<file path="config.mk">
export PLATFORM = sky130hd
export DESIGN_NAME = seq_restoring_divider
export DESIGN_NICKNAME = d
export VERILOG_FILES = /design/src/rtl/seq_restoring_divider.sv
export SDC_FILE = /design/constraint.sdc
export NUM_CORES = 1
export LEC_CHECK = 0
export ABC_AREA = 1
export CAP_MARGIN = 10
export CORE_ASPECT_RATIO = 0.6
export CORE_MARGIN = 1.5
export CORE_UTILIZATION = 56
export CTS_BUF_LIST = sky130_fd_sc_hd__clkbuf_8
export DETAILED_ROUTE_END_ITERATION = 8
export PLACE_DENSITY = 0.91
export SETUP_SLACK_MARGIN = 0.2
export SLEW_MARGIN = 20
export SYNTH_ARGS = -nofsm -noshare
export SYNTH_HDL_FRONTEND = slang
export SYNTH_SLANG_ARGS = --single-unit
</file>
<file path="constraint.sdc">
create_clock -name clk -period 2.15 [get_ports clk]
set_input_delay 0.43 -clock clk [delete_from_list [all_inputs] [get_ports clk]]
set_output_delay 0.43 -clock clk [all_outputs]
set_load 0.02 [all_outputs]
</file>
<file path="src/rtl/seq_restoring_divider.sv">
// Iterative unsigned restoring divider with valid/ready handshake, one operation in flight.
// Optional build macro RADIX4_EN: two restoring steps per CALC cycle (N = DIVIDEND_W/2).
module seq_restoring_divider #(
  parameter int unsigned DIVIDEND_W = 16,
  parameter int unsigned DIVISOR_W  = 8
) (
  input  logic                  clk,
  input  logic                  rst_n,
  input  logic                  in_valid,
  output logic                  in_ready,
  input  logic [DIVIDEND_W-1:0] dividend,
  input  logic [DIVISOR_W-1:0]  divisor,
  output logic                  out_valid,
  input  logic                  out_ready,
  output logic [DIVIDEND_W-1:0] quotient,
  output logic [DIVISOR_W-1:0]  remainder,
  output logic                  div_by_zero
);

  localparam int unsigned PREM_W = DIVISOR_W + 1;
`ifdef RADIX4_EN
  localparam int unsigned N_STEPS = DIVIDEND_W / 2;
`else
  localparam int unsigned N_STEPS = DIVIDEND_W;
`endif
  localparam int unsigned CNT_W = $clog2(N_STEPS + 1);

  typedef enum logic [1:0] {IDLE, CALC, DONE} state_t;

  state_t                state_q, state_nxt;
  logic [CNT_W-1:0]      cnt_q;
  logic [DIVISOR_W-1:0]  prem_q, prem_nxt;
  logic [DIVIDEND_W-1:0] dvd_q, dvd_nxt;
  logic [DIVISOR_W-1:0]  dvs_q;
  logic                  accept_c;
  logic                  finish_c;

  // One restoring step on a guard-bit-extended partial remainder; returns {quotient_bit, new_remainder}.
  function automatic logic [PREM_W-1:0] rstep(input logic [DIVISOR_W-1:0] rem,
                                               input logic                 nbit,
                                               input logic [DIVISOR_W-1:0] d);
    logic [PREM_W-1:0] sh;
    sh = {rem, nbit};
    if (sh >= {1'b0, d}) rstep = {1'b1, DIVISOR_W'(sh - {1'b0, d})};
    else                 rstep = {1'b0, sh[DIVISOR_W-1:0]};
  endfunction

  always_ff @(posedge clk or negedge rst_n) begin
    if (!rst_n) state_q <= IDLE;
    else        state_q <= state_nxt;
  end

  always_comb begin
    state_nxt = state_q;
    accept_c  = 1'b0;
    finish_c  = 1'b0;
    case (state_q)
      IDLE: begin
        if (in_valid) begin
          accept_c  = 1'b1;
          state_nxt = (divisor == '0) ? DONE : CALC;
        end
      end
      CALC: begin
        if (cnt_q == CNT_W'(1)) begin
          finish_c  = 1'b1;
          state_nxt = DONE;
        end
      end
      DONE: begin
        if (out_ready) state_nxt = IDLE;
      end
      default: state_nxt = IDLE;
    endcase
  end

  // Shift-subtract datapath: dividend bits leave the MSB, quotient bits enter the LSB.
  always_comb begin
    logic [PREM_W-1:0] s1;
`ifdef RADIX4_EN
    logic [PREM_W-1:0] s2;
    s1       = rstep(prem_q, dvd_q[DIVIDEND_W-1], dvs_q);
    s2       = rstep(s1[DIVISOR_W-1:0], dvd_q[DIVIDEND_W-2], dvs_q);
    prem_nxt = s2[DIVISOR_W-1:0];
    dvd_nxt  = {dvd_q[DIVIDEND_W-3:0], s1[DIVISOR_W], s2[DIVISOR_W]};
`else
    s1       = rstep(prem_q, dvd_q[DIVIDEND_W-1], dvs_q);
    prem_nxt = s1[DIVISOR_W-1:0];
    dvd_nxt  = {dvd_q[DIVIDEND_W-2:0], s1[DIVISOR_W]};
`endif
  end

  always_ff @(posedge clk or negedge rst_n) begin
    if (!rst_n) begin
      in_ready    <= 1'b1;
      out_valid   <= 1'b0;
      quotient    <= '0;
      remainder   <= '0;
      div_by_zero <= 1'b0;
      cnt_q       <= '0;
      prem_q      <= '0;
      dvd_q       <= '0;
      dvs_q       <= '0;
    end else begin
      in_ready  <= (state_nxt == IDLE);
      out_valid <= (state_nxt == DONE);
      if (accept_c) begin
        dvd_q       <= dividend;
        dvs_q       <= divisor;
        prem_q      <= '0;
        cnt_q       <= CNT_W'(N_STEPS);
        div_by_zero <= (divisor == '0);
        if (divisor == '0) begin
          quotient  <= '1;
          remainder <= dividend[DIVISOR_W-1:0];
        end
      end else if (state_q == CALC) begin
        dvd_q  <= dvd_nxt;
        prem_q <= prem_nxt;
        cnt_q  <= cnt_q - CNT_W'(1);
        if (finish_c) begin
          quotient  <= dvd_nxt;
          remainder <= prem_nxt;
        end
      end
    end
  end

endmodule

</file>
## Word-level counts from Yosys, hierarchy flattened

Cells that the tools add are included.

- Memories: 0
- Output and inout bits: 27
- Register bits after elaboration: 66
- Memory bits (writable): 0
- Logic and storage cells: 48
- Bits in latches: 0
- ROM bits: 0

- Shift operators: 0
- Muxes and demuxes: 24
- Equal/unequal tests: 5
- Reductions and logical operators: 6
- Divide/modulo/power cells: 0
- Multipliers: 0
- Add/sub/neg operators: 2
- Bitwise gates (word level): 0
- Magnitude comparators: 1

Operators by type and width:

| kind | number |
|---|---|
| $mux W16 | 6 |
| $mux W8 | 6 |
| $mux W5 | 2 |
| $ge A9 B8 Y1 | 1 |
| $mux W9 | 1 |
| $logic_not A8 Y1 | 1 |
| $mux W2 | 4 |
| $sub A8 B8 Y8 | 1 |
| $pmux W2 S3 | 1 |
| $eq A5 B1 Y1 const B | 1 |
| $sub A5 B1 Y5 const B | 1 |
| $eq A2 B2 Y1 const B | 2 |
| $logic_not A2 Y1 | 2 |
| $mux W1 | 4 |
| $reduce_bool A2 Y1 | 2 |
| $reduce_and A3 Y1 | 1 |
| $eq A2 B1 Y1 const B | 1 |
| $ne A2 B1 Y1 const B | 1 |

## Logic depth before layout (Yosys ltp)

Gate-level depths: netlist of run 1.

- Depth in word-level cells: 6
- Depth in mapped cells: 13
- Mapped depth without buffers: 13

## Worst setup path before layout of run 1

Ideal clock, no wire load.

- Path type: register to register
- Start point: register dvd_q[15]
- End point: register remainder[4]
- Library setup time: 0.113 ns
- Data arrival time: 1.556 ns
- Stages on the path, launching flop included: 12
- Clock period less this slack: 1.669 ns
- Buffers on the path: 0
- Slack: 0.481 ns
- Required time: 2.037 ns
- Cells stage by stage: dfrtp_1 -> inv_1 -> ha_1 -> inv_1 -> fa_1 -> nand3_1 -> nand3_1 -> xor2_1 -> nand3_1 -> nand3_1 -> nand2_1 -> inv_1

- Cells in the longest elaborated chain, start to end: 5
- Elaborated cells on any way between the ends: 6
- Classes of those cells: add/sub (1); order compare (1); mux (4)

RTL lines:

| element | line | text |
|---|---|---|
| start, declared | 33 | `logic [DIVIDEND_W-1:0] dvd_q, dvd_nxt;` |
| start signal, assigned | 108 | `dvd_q <= dividend;` |
| start signal, assigned | 118 | `dvd_q <= dvd_nxt;` |
| $sub A8 B8 Y8 or $ge A9 B8 Y1 (tied branches) | 44 | `if (sh >= {1'b0, d}) rstep = {1'b1, DIVISOR_W'(sh - {1'b0, d})};` |
| $mux W9 (*) | 44 |  |
| $mux W8 (*) | 121 | `if (finish_c) begin` |
| $mux W8 (*) | 117 | `end else if (state_q == CALC) begin` |
| $mux W8 (*) | 107 | `if (accept_c) begin` |
| end signal, assigned | 115 | `remainder <= dividend[DIVISOR_W-1:0];` |
| end signal, assigned | 123 | `remainder <= prem_nxt;` |
| end, declared | 16 | `output logic [DIVISOR_W-1:0] remainder,` |

Every way passes the cells marked *; elsewhere a longest branch is shown, timed or not. The select of a mux whose other input is x is not followed.
A chain may end at the register's enable or synchronous reset.

## Worst setup path after layout of run 1

- Start point: register in_ready
- End point: output port in_ready

RTL lines:

| element | line | text |
|---|---|---|
| start, declared | 10 | `output logic in_ready,` |
| start signal, assigned | 105 | `in_ready <= (state_nxt == IDLE);` |

No word-level cell between the ends.

==> results of run 1 <==
==> through the flow <==
stage,hold slack [ns],setup slack (ns),cells
floorplan,0.1344,0.4815,444
global placement,0.4196,0.08666,577
detailed placement,0.4323,0.002064,577
CTS,0.05060,0.2283,594
global route,0.07750,0.1949,595
finish,0.04513,0.2588,595
==> state kept, by name, summed over array words and instances (netlist names) <==
register / flops
div_by_zero: 1
dvs_q: 8
remainder: 8
cnt_q: 5
dvd_q: 16
in_ready: 1
out_valid: 1
prem_q: 8
quotient: 16
state_q: 2
==> report_power, final <==
| part | switching, µW | total, µW | internal [µW] |
|---|---|---|---|
| clock network | 452 | 986 | 534 |
| registers | 345 | 2180 | 1830 |
| logic | 2790 | 4690 | 1910 |
==> kinds of logic (layout without fill, tap and decap cells) <==
logic type | after synthesis | in the layout | share of synthesized area (%)
xor+xnor | 3 | 3 | 0.7542
simple gates | 214 | 214 | 26.75
flops | 66 | 66 | 47.43
fa+ha+maj | 11 | 11 | 4.165
buf+inv | 79 | 146 | 9.838
compound gates | 71 | 71 | 11.06
==> worst reg2reg max path, cell delays in order (launching register included) <==
cell	delay, ns
sky130_fd_sc_hd__dfrtp_1	0.36
sky130_fd_sc_hd__inv_1	0.14
sky130_fd_sc_hd__ha_4	0.24
sky130_fd_sc_hd__nand2_1	0.07
sky130_fd_sc_hd__nand2_1	0.07
sky130_fd_sc_hd__a21boi_0	0.23
sky130_fd_sc_hd__nand4_2	0.13
sky130_fd_sc_hd__buf_4	0.18
sky130_fd_sc_hd__nand3_1	0.13
sky130_fd_sc_hd__nand3_1	0.11
sky130_fd_sc_hd__nand2_1	0.07
sky130_fd_sc_hd__inv_1	0.03
==> how the worst max path moves through the flow <==
stage                    start           end  depth (start not counted)
floorplan            dvd_q[15]  remainder[4]                         11
global placement    divisor[7]  remainder[6]                         12
detailed placement  divisor[7]  remainder[6]                         12
CTS                  prem_q[2]  remainder[6]                         10
global route         dvd_q[15]     prem_q[4]                         11
finish                in_ready      in_ready                          1
==> cells in the final DEF (no fill, tap or decap), types with 3 or more instances in the layout <==
master,instances
sky130_fd_sc_hd__buf_4,12
sky130_fd_sc_hd__ha_1,3
sky130_fd_sc_hd__clkbuf_8,13
sky130_fd_sc_hd__nand3_1,21
sky130_fd_sc_hd__o22ai_1,6
sky130_fd_sc_hd__nand4_1,10
sky130_fd_sc_hd__a31oi_1,10
sky130_fd_sc_hd__or2_1,7
sky130_fd_sc_hd__inv_1,56
sky130_fd_sc_hd__ha_4,6
sky130_fd_sc_hd__dfrtp_1,65
sky130_fd_sc_hd__buf_12,3
sky130_fd_sc_hd__nand2_1,103
sky130_fd_sc_hd__o21ai_0,38
sky130_fd_sc_hd__nand3_2,5
sky130_fd_sc_hd__inv_2,7
sky130_fd_sc_hd__o21ai_1,6
sky130_fd_sc_hd__clkdlybuf4s50_1,53
sky130_fd_sc_hd__a21oi_1,8
sky130_fd_sc_hd__nor2_1,57
==> synthesized netlist by cell type (all sizes together) <==
cell,count
clkbuf,2
buf,15
o21ai,44
o22ai,6
nand3b,1
xor2,2
a31oi,10
o221ai,2
nand2,106
dfrtp,65
xnor2,1
dfstp,1
ha,10
a21oi,8
nor2,60
nand4,11
or2,9
nand3,27
inv,62
fa,1
a21boi,1
==> per-layer routing <==
layer	share of wire [%]	global-route usage, %	routed length [µm]
met1	45	40.23	3935
met2	44	40.77	3818
met3	8.6	7.857	748
met4	2.3	11.13	204
met5	0	0	0
==> cell type report <==
| type | instances | area (µm²) | area share (%) |
|---|---|---|---|
| tap | 84 | 105.1 | 2.348 |
| inverter | 62 | 232.7 | 5.200 |
| clock inverter | 2 | 11.26 | 0.2516 |
| sequential | 66 | 1653 | 36.93 |
| timing repair buffer | 69 | 685.7 | 15.32 |
| multi-input combinational | 299 | 1609 | 35.95 |
| clock buffer | 13 | 178.9 | 3.998 |
==> what timing repair did <==
action,4_1_cts,5_1_grt
resized for setup,0,21
pin swaps,1,4
setup buffers,2,1
endpoints found under the setup margin,16,17
==> PnR_summary.wiki, run 1 <==
{| class="wikitable"
! Metric !! Value
|-
| Result of the run || finished clean
|-
| CTS hold repair buffers || 0
|-
| Final setup violation count || 0
|-
| Proportion of layout cells with a drive suffix above 1 || 11.94%
|-
| Top delay family on crit path || buffers and inverters
|-
| Number of rows in the core area || 22
|-
| Wire length of the first global-routing pass || 14530 µm
|-
| Via Count || 3224
|-
| Power, Total || 7859 µW
|-
| Element type at the critical path end || primary output
|-
| Num CTS Buffers || 9
|-
| Deepest clock path buffer count || 2
|-
| Worst Clk Skew || between 0.009 and 0.01 ns
|-
| Leakage power total || roughly 0.0022 µW
|-
| Ratio of routed vias to standard cells || approximately 5.4
|-
| Remaining antenna violation count after routing || 0
|-
| Filler Cell Count || approximately 470
|-
| Headroom to the max-slew limit || between 60% and 70%
|-
| Setup slack of the most critical reg-to-reg path || roughly 0.26 ns
|-
| Number of cells on the worst reg-to-reg path || 11
|-
| Antenna violations before repair || 0
|-
| Area leader, netlist || sky130_fd_sc_hd__dfrtp_1
|-
| Clock latency reported for the late side of the worst-skew pair || around 0.35 ns
|-
| HP Class || in2async
|-
| Syn nets || a little under 500
|-
| Transition time at the pin with the least slew margin || 0.5096 ns
|-
| Cells traversed along the worst timing path || clkdlybuf4s50_1
|-
| Post-route DRC violation count || 0
|-
| Final worst-path cycle share || approximately 88%
|-
| RD Place Congestion || 0.9702
|-
| Initial DRT Pass Iterations || 6
|-
| Warning count from the yosys run || 0
|-
| Flip-flop and latch count after synthesis || 66
|-
| Number of nets in the final layout || ~550
|-
| Post-detailed-placement half-perimeter wirelength || a little over 6000 µm
|-
| Finished Cell Area || about 0.0045 mm²
|-
| Buf+Inv Stages, Crit Path || 1
|-
| Area share of the largest cell type after synthesis || 46.68%
|-
| Max incr delay on CP || ~0.59 ns
|-
| Maximum number of pins on one net before global-route repair || 46
|-
| Initial Utilization || 57.54%
|-
| Number of cells produced by synthesis || roughly 440
|-
| Synthesized area divided by synthesized cell count || around 8 µm²
|-
| Synthesis-to-finish area growth || 28.44%
|-
| Clock slew at reported path FFs || 0.07 ns
|-
| Post-detailed-route wirelength per cell || between 10 and 15 µm
|-
| Minimum clock period || 1.891 ns
|-
| Worst EP required || 1.72 ns
|-
| Type of the worst setup path || reg2out
|-
| Maximum Capacitance Violations || 0
|-
| Core occupancy in the finished layout || around 74%
|-
| CTS tree || yes
|-
| Startpoint type of the worst setup path || flip-flop
|-
| Crit path max-delay cell type || sky130_fd_sc_hd__clkdlybuf4s50_1
|-
| Aggregate routed wire length || between 8000 and 9000 µm
|-
| Critical R2R Capture || remainder[1]
|-
| Max Fanout on Critical Path || 1
|-
| Number of hold-slack violations in the final timing report || 0
|-
| Top cells by area in the synthesized netlist || sky130_fd_sc_hd__dfrtp_1, sky130_fd_sc_hd__nand2_1, sky130_fd_sc_hd__inv_1
|-
| Total grt overflow || 0
|-
| Combined area of all synthesized cells || between 0.003 and 0.004 mm²
|-
| Number of global-route vias before repair || 3009
|-
| Share of synthesized area occupied by flip-flops and latches || 47.43%
|-
| Number of primary I/O pins || 55
|-
| Drt initial violations || 250
|-
| Input/output buffers || 54
|-
| Critical Path AT || between 1 and 1.5 ns
|-
| Number of sinks handled by clock tree synthesis || 66
|-
| Cell chosen for the clock root || sky130_fd_sc_hd__clkbuf_8
|-
| All-Layer GR Usage || 28.20%
|-
| Total placed instance area || between 0.004 and 0.005 mm²
|-
| Final setup TNS || 0 ns
|-
| Cell area power density || around 1800 mW/mm²
|-
| RR Startpoint || dvs_q[6]
|-
| Largest voltage drop on the vdd net || 0.0008686 V
|-
| Maximum achievable frequency || between 0.5 and 0.6 GHz
|-
| Antenna cells || 0
|-
| Die span in y || 64.10 µm
|-
| H-tree depth || 3
|-
| Floorplan die width || around 100 µm
|-
| Total count of max-transition violations in the final report || 0
|-
| Overall die area || 0.006720 mm²
|-
| Core region area || approximately 0.0061 mm²
|-
| Number of distinct library cells after synthesis || 33
|-
| Setup repair after global routing missed its margin || no
|}
(Power assumes the default switching activity.)
==> run 2: changes to the inputs <==
--- a/config.mk
+++ b/config.mk
@@ -9,10 +9,11 @@
 export CAP_MARGIN = 10
 export CORE_ASPECT_RATIO = 0.6
 export CORE_MARGIN = 1.5
-export CORE_UTILIZATION = 56
+export CORE_UTILIZATION = 50
 export CTS_BUF_LIST = sky130_fd_sc_hd__clkbuf_8
 export DETAILED_ROUTE_END_ITERATION = 8
-export PLACE_DENSITY = 0.91
+export PLACE_DENSITY = 0.83
+export RECOVER_POWER = 50
 export SETUP_SLACK_MARGIN = 0.2
 export SLEW_MARGIN = 20
 export SYNTH_ARGS = -nofsm -noshare
==> run 2 against run 1 <==
  * The flow now finishes with violations (capacitance limit, slew limit)
  * Register-to-register slack is essentially flat
  * Power grew 0.95%
  * Fmax shrank 0.26%
  * Critical endpoint unchanged
==> PnR_summary.wiki, run 2 (synthesis results as in run 1) <==
{| class="wikitable"
! Metric !! Value
|-
| Setup repair after global routing missed its margin || yes
|-
| Die span in y || 67.67 µm (+5.6%)
|-
| Maximum achievable frequency || 0.5274 GHz (-0.26%)
|-
| Core occupancy in the finished layout || 66.84% (-7.1 points)
|-
| Result of the run || finished with violations
|-
| Overall die area || 0.007496 mm² (+12%)
|-
| Number of nets in the final layout || 546 (unchanged)
|-
| Number of sinks handled by clock tree synthesis || 66 (unchanged)
|-
| Core region area || 0.006705 mm² (+11%)
|-
| Leakage power total || 0.002199 µW (about the same)
|-
| Element type at the critical path end || primary output
|-
| Max incr delay on CP || 0.60 ns (about the same)
|-
| Antenna cells || 0 (unchanged)
|-
| Initial DRT Pass Iterations || 5 (-1)
|-
| Crit path max-delay cell type || sky130_fd_sc_hd__clkdlybuf4s50_1
|-
| Proportion of layout cells with a drive suffix above 1 || 12.11% (+0.17 points)
|-
| Remaining antenna violation count after routing || 0 (unchanged)
|-
| Final worst-path cycle share || 88.20% (+0.23 points)
|-
| Deepest clock path buffer count || 2 (unchanged)
|-
| Buf+Inv Stages, Crit Path || 1 (unchanged)
|-
| Critical Path AT || 1.47 ns (about the same)
|-
| Post-detailed-route wirelength per cell || 14.49 µm (-0.95%)
|-
| Wire length of the first global-routing pass || 14430 µm (-0.67%)
|-
| Drt initial violations || 244 (-2.4%)
|-
| Initial Utilization || 51.97% (-5.6 points)
|-
| Biggest regs || dvd_q x16, quotient x16
|-
| Minimum clock period || 1.896 ns (+0.005004 ns)
|-
| Post-route DRC violation count || 0 (unchanged)
|-
| Worst Clk Skew || 0.01001 ns (+0.0009711 ns)
|-
| Total grt overflow || 0 (unchanged)
|-
| Largest voltage drop on the vdd net || 0.0008352 V (-3.8%)
|-
| Number of hold-slack violations in the final timing report || 0 (unchanged)
|-
| CTS tree || yes
|-
| Headroom to the max-slew limit || -7.566% (-74 points)
|-
| Post-layout instance count excluding filler cells || 599 (+0.67%)
|-
| All-Layer GR Usage || 24.62% (-3.6 points)
|-
| Max Fanout on Critical Path || 1 (unchanged)
|-
| Worst EP required || 1.72 ns (about the same)
|-
| Filler Cell Count || 566 (+20%)
|-
| Synthesis-to-finish area growth || 28.62%
|-
| Ratio of routed vias to standard cells || 5.314 (-1.9%)
|-
| Transition time at the pin with the least slew margin || 1.613 ns (+1.104 ns)
|-
| Cells traversed along the worst timing path || clkdlybuf4s50_1
|-
| RD Place Congestion || 0.9389 (-3.2%)
|-
| Clock latency reported for the late side of the worst-skew pair || 0.35 ns (about the same)
|-
| Total count of max-transition violations in the final report || 67 (+67)
|-
| Post-detailed-placement half-perimeter wirelength || 6148 µm (-1.4%)
|-
| Clock slew at reported path FFs || 0.08 ns (about the same)
|-
| Startpoint type of the worst setup path || flip-flop
|-
| Input/output buffers || 54 (unchanged)
|-
| Aggregate routed wire length || 8681 µm (-0.29%)
|-
| Post-route setup slack || 0.2538 ns (-0.005004 ns)
|-
| Number of global-route vias before repair || 2966 (-1.4%)
|-
| HP Class || reg2reg
|-
| Number of primary I/O pins || 55 (unchanged)
|-
| Maximum number of pins on one net before global-route repair || 67 (+46%)
|-
| Cell chosen for the clock root || sky130_fd_sc_hd__clkbuf_8
|-
| Commonest non-fill, non-tap cells in the layout || sky130_fd_sc_hd__nand2_1, sky130_fd_sc_hd__dfrtp_1, sky130_fd_sc_hd__nor2_1
|-
| DP Worst Slack || 0.04626 ns (+0.04419 ns)
|-
| Number of rows in the core area || 23 (+4.5%)
|-
| Cell area power density || 1770 mW/mm² (+0.81%)
|-
| Via Count || 3183 (-1.3%)
|-
| H-tree depth || 3 (unchanged)
|-
| Maximum Capacitance Violations || 1 (+1)
|-
| Number of placed instances with taps included || 580 (+0.52%)
|-
| CTS hold repair buffers || 0 (unchanged)
|-
| Commonest non-fill, non-tap cell in the layout || sky130_fd_sc_hd__nand2_1
|-
| Num CTS Buffers || 9 (unchanged)
|-
| Antenna violations before repair || 0 (unchanged)
|-
| Top delay family on crit path || buffers and inverters
|-
| Floorplan die width || 110.8 µm (+5.7%)
|-
| Final setup TNS || 0 ns (unchanged)
|-
| Final setup violation count || 0 (unchanged)
|-
| Violated checks || capacitance limit, slew limit
|-
| Type of the worst setup path || reg2out
|}
## run 2: power by group
group          switching, µW  internal (µW)
clock network            504            722
logic                   2710           1820
registers                344           1830
total                   3560           4370
## run 2: repair_timing
| action | CTS | global route |
|---|---|---|
| setup buffers | 0 | 2 |
| resized for setup | 3 | 19 |
| setup endpoints to repair | 16 | 16 |
| cloned | 0 | 1 |
| pin swaps | 1 | 7 |
## run 2: cell type report
cell class	count	area (µm²)	area share, %
inverters	62	232.7	5.193
clock inverters	5	85.08	1.898
well taps	87	108.9	2.429
flip-flops and latches	66	1655	36.93
repair buffers	68	655.6	14.63
clock buffers	11	151.4	3.378
multi-input cells	300	1593	35.54
## run 2: worst paths after layout
kind / to / slack (ns) / from / cells after the start
hold reg to reg: dvs_q[0] / 0.50 / dvs_q[0] / 2
hold / removal: dvs_q[0] / 0.50 / dvs_q[0] / 2
setup reg to reg: dvd_q[0] / 0.26 / prem_q[3] / 10
max in group asynchronous: prem_q[2] / 0.50 / rst_n / 2
min in group asynchronous: quotient[5] / 0.57 / rst_n / 2
setup / recovery: in_ready / 0.25 / in_ready / 1
## run 2: per-stage QoR
step                      power, µW  cell area [µm²]  hold slack (ns)
after floorplan                5011             3485           0.1344
after global placement         6226             4146           0.4648
after detailed placement       6362             4146           0.4718
after CTS                      7660             4404          0.09548
after global routing           8569             4482           0.5316
final                          7934             4482           0.4965
## run 2: metal layers
metal | routed length, µm | share of wire (%) | track usage (%) | up-vias
met5 | 0 | 0 | 0 | -
met4 | 78 | 0.90 | 6.090 | 0
met3 | 672 | 7.7 | 5.835 | 10
met2 | 3618 | 42 | 38.27 | 121
met1 | 4311 | 50 | 35.16 | 1498
li1 | - | - | - | 1554
==> run 3: changes to the inputs <==
--- a/config.mk
+++ b/config.mk
@@ -7,14 +7,18 @@
 export LEC_CHECK = 0
 export ABC_AREA = 1
 export CAP_MARGIN = 10
+export CELL_PAD_IN_SITES_DETAIL_PLACEMENT = 1
+export CELL_PAD_IN_SITES_GLOBAL_PLACEMENT = 1
 export CORE_ASPECT_RATIO = 0.6
 export CORE_MARGIN = 1.5
-export CORE_UTILIZATION = 50
+export CORE_UTILIZATION = 41
 export CTS_BUF_LIST = sky130_fd_sc_hd__clkbuf_8
 export DETAILED_ROUTE_END_ITERATION = 8
-export PLACE_DENSITY = 0.83
+export HOLD_SLACK_MARGIN = 0.03
+export PLACE_DENSITY = 0.9
 export RECOVER_POWER = 50
 export SETUP_SLACK_MARGIN = 0.2
+export SKIP_LAST_GASP = 1
 export SLEW_MARGIN = 20
 export SYNTH_ARGS = -nofsm -noshare
 export SYNTH_HDL_FRONTEND = slang
==> run 3 against run 2 <==
  * The flow still finishes with violations (capacitance limit, slew limit)
  * Highest routed layer unchanged
  * Global-route usage grew 1.8 points
  * Worst setup slack lost 0.029 ns
  * Wire length up 28%
  * Largest power group unchanged
  * Sequential share of layout area is 0.96 points lower
==> PnR_summary.wiki, run 3 (synthesis results as in run 1) <==
{| class="wikitable"
! Metric !! Value
|-
| Total grt overflow || 0 (unchanged)
|-
| H-tree depth || 3 (unchanged)
|-
| HP Class || reg2reg
|-
| Number of sinks handled by clock tree synthesis || 66 (unchanged)
|-
| Top delay family on crit path || adder cells
|-
| Crit path max-delay cell type || sky130_fd_sc_hd__dfrtp_1
|-
| Internal portion of total power || 4430 µW (+1.3%)
|-
| Number of nets in the final layout || 553 (+1.3%)
|-
| Commonest non-fill, non-tap cells in the layout || sky130_fd_sc_hd__nand2_1, sky130_fd_sc_hd__dfrtp_1, sky130_fd_sc_hd__nor2_1
|-
| Clock slew at reported path FFs || 0.08 ns (about the same)
|-
| Part of the power in the clock network || 12.5% (-3.0 points)
|-
| Result of the run || finished with violations
|-
| Post-route DRC violation count || 0 (unchanged)
|-
| Startpoint type of the worst setup path || flip-flop
|-
| Input/output buffers || 54 (unchanged)
|-
| Violated checks || capacitance limit, slew limit
|-
| All-Layer GR Usage || 26.46% (+1.8 points)
|-
| Total count of max-transition violations in the final report || 67 (unchanged)
|-
| Cell chosen for the clock root || sky130_fd_sc_hd__clkbuf_8
|-
| Setup repair after global routing missed its margin || yes
|-
| Routed wl met2 || 5194 µm (+44%)
|-
| Aggregate routed wire length || 11090 µm (+28%)
|-
| Worst EP required || 2.45 ns (+0.73 ns)
|-
| Core occupancy in the finished layout || 57.37% (-9.5 points)
|-
| Met1 Wirelength || 5075 µm (+18%)
|-
| Max incr delay on CP || 0.39 ns (-0.21 ns)
|-
| Die span in y || 74.41 µm (+10%)
|-
| Max Fanout on Critical Path || 4 (+3)
|-
| Via Count || 3296 (+3.6%)
|-
| Synthesis-to-finish area growth || 32.35%
|-
| Setup slack of the most critical reg-to-reg path || 0.23 ns (-0.03 ns)
|-
| RD Place Congestion || 0.9384 (about the same)
|-
| Post-layout instance count excluding filler cells || 627 (+4.7%)
|-
| Maximum number of pins on one net before global-route repair || 67 (unchanged)
|-
| Wire length of the first global-routing pass || 17690 µm (+23%)
|-
| Number of hold-slack violations in the final timing report || 0 (unchanged)
|-
| Met3 wire length || 639 µm (-4.9%)
|-
| Power share of the combinational group || 61.3% (+4.2 points)
|-
| Minimum clock period || 1.925 ns (+0.02866 ns)
|-
| Antenna violations before repair || 0 (unchanged)
|-
| Relative contribution of sequential cells to total power || 26.2% (-1.3 points)
|-
| Maximum achievable frequency || 0.5195 GHz (-1.5%)
|-
| Initial DRT Pass Iterations || 4 (-1)
|-
| Type of the worst setup path || reg2reg
|-
| Number of rows in the core area || 25 (+8.7%)
|-
| Overall die area || 0.009079 mm² (+21%)
|-
| Switching Fraction || 47.50% (+2.6 points)
|-
| Proportion of layout cells with a drive suffix above 1 || 16.76% (+4.7 points)
|-
| Power, Total || 8437 µW (+6.3%)
|-
| Drt initial violations || 139 (-43%)
|-
| Final setup TNS || 0 ns (unchanged)
|-
| Final worst-path cycle share || 89.53% (+1.3 points)
|-
| Buf+Inv Stages, Crit Path || 2 (+1)
|-
| Critical Path AT || 2.23 ns (+0.76 ns)
|-
| Switching power of the nets || 4007 µW (+13%)
|-
| Biggest regs || dvd_q x16, quotient x16
|-
| Clock latency reported for the late side of the worst-skew pair || 0.36 ns (about the same)
|-
| Ratio of routed vias to standard cells || 5.257 (-1.1%)
|-
| Num CTS Buffers || 9 (unchanged)
|-
| Post-detailed-route wirelength per cell || 17.69 µm (+22%)
|-
| Initial Utilization || 43.35% (-8.6 points)
|-
| Core region area || 0.008039 mm² (+20%)
|-
| Headroom to the max-slew limit || -11.82% (-4.3 points)
|-
| Number of primary I/O pins || 55 (unchanged)
|-
| Antenna cells || 0 (unchanged)
|-
| Highest metal layer with signal wires || met4
|-
| Largest voltage drop on the vdd net || 0.0005864 V (-30%)
|-
| Final setup violation count || 0 (unchanged)
|-
| Number of global-route vias before repair || 3452 (+16%)
|-
| Maximum Capacitance Violations || 1 (unchanged)
|-
| Post-detailed-placement half-perimeter wirelength || 7948 µm (+29%)
|-
| Worst Clk Skew || 0.01114 ns (+0.001125 ns)
|-
| Commonest non-fill, non-tap cell in the layout || sky130_fd_sc_hd__nand2_1
|-
| CTS tree || yes
|-
| Number of placed instances with taps included || 606 (+4.5%)
|-
| Top cell by count, worst path || sky130_fd_sc_hd__nand2_1
|-
| CTS hold repair buffers || 0 (unchanged)
|-
| Deepest clock path buffer count || 2 (unchanged)
|-
| Total placed instance area || 0.004210 mm² (+1.5%)
|-
| Remaining antenna violation count after routing || 0 (unchanged)
|-
| Finished Cell Area || 0.004612 mm² (+2.9%)
|-
| Leakage power total || 0.002239 µW (+1.8%)
|-
| Cell area power density || 1829 mW/mm² (+3.3%)
|-
| Floorplan die width || 122.0 µm (+10%)
|-
| Cells traversed along the worst timing path || inv_2 -> ha_2 -> inv_2 -> fa_2 -> nand3_1 -> nand3_2 -> xor2_2 -> nand3_2 -> nand2_1 -> nand2_1 -> nand2_1
|-
| Transition time at the pin with the least slew margin || 1.677 ns (+0.06381 ns)
|-
| Element type at the critical path end || flip-flop
|}
==> run 3: repair_timing <==
item                                    in CTS  in global routing
buffers inserted                             2                  2
endpoints found under the setup margin      18                 18
cloned                                       1                  0
gates resized for setup                      9                 40
pin swaps                                    5                 10
==> run 3: cell type report <==
cell class	instances	area [µm²]
Clock buffer	10	137.6
Clock inverter	6	57.56
Fill cell	981	3427
Inverter	62	232.7
Multi-Input combinational cell	300	1678
Sequential cell	66	1659
Tap cell	108	135.1
Timing Repair Buffer	75	711.9
==> run 3: power by group through the flow <==
stage | combinational (µW) | sequential (µW) | clock (µW)
after global routing | 5700 | 2270 | 1130
after CTS | 4670 | 2190 | 1090
final | 5170 | 2210 | 1050
after global placement | 4190 | 2160 | 0
after detailed placement | 4440 | 2190 | 0
after floorplan | 2630 | 2380 | 0
==> run 3: final timing paths <==
path | depth (start not counted) | to | start
max | 11 | prem_q[4] | dvd_q[15]
min | 2 | div_by_zero | div_by_zero
max reg2reg | 11 | prem_q[4] | dvd_q[15]
min reg2reg | 2 | div_by_zero | div_by_zero
max in group asynchronous | 2 | prem_q[2] | rst_n
min in group asynchronous | 2 | prem_q[3] | rst_n
==> run 3: metal layers <==
metal,track usage [%],up-vias
met1,34.71,1616
li1,-,1568
met2,44.01,93
met4,7.451,0
met3,6.902,19
met5,0,-
==> run 3: metrics by stage <==
stage | setup WS, ns | hold slack, ns
after global placement | 0.04681 | 0.4688
after floorplan | 0.4815 | 0.1344
after CTS | 0.1914 | 0.08111
after global routing | 0.08628 | 0.5425
after detailed placement | -0.01550 | 0.4680
final | 0.2251 | 0.4856
==> run 3: worst register-to-register path, stage by stage (launching register included) <==
cell,delay [ns]
sky130_fd_sc_hd__dfrtp_1,0.39
sky130_fd_sc_hd__inv_2,0.07
sky130_fd_sc_hd__ha_2,0.18
sky130_fd_sc_hd__inv_2,0.07
sky130_fd_sc_hd__fa_2,0.39
sky130_fd_sc_hd__nand3_1,0.12
sky130_fd_sc_hd__nand3_2,0.10
sky130_fd_sc_hd__xor2_2,0.21
sky130_fd_sc_hd__nand3_2,0.13
sky130_fd_sc_hd__nand2_1,0.10
sky130_fd_sc_hd__nand2_1,0.06
sky130_fd_sc_hd__nand2_1,0.06
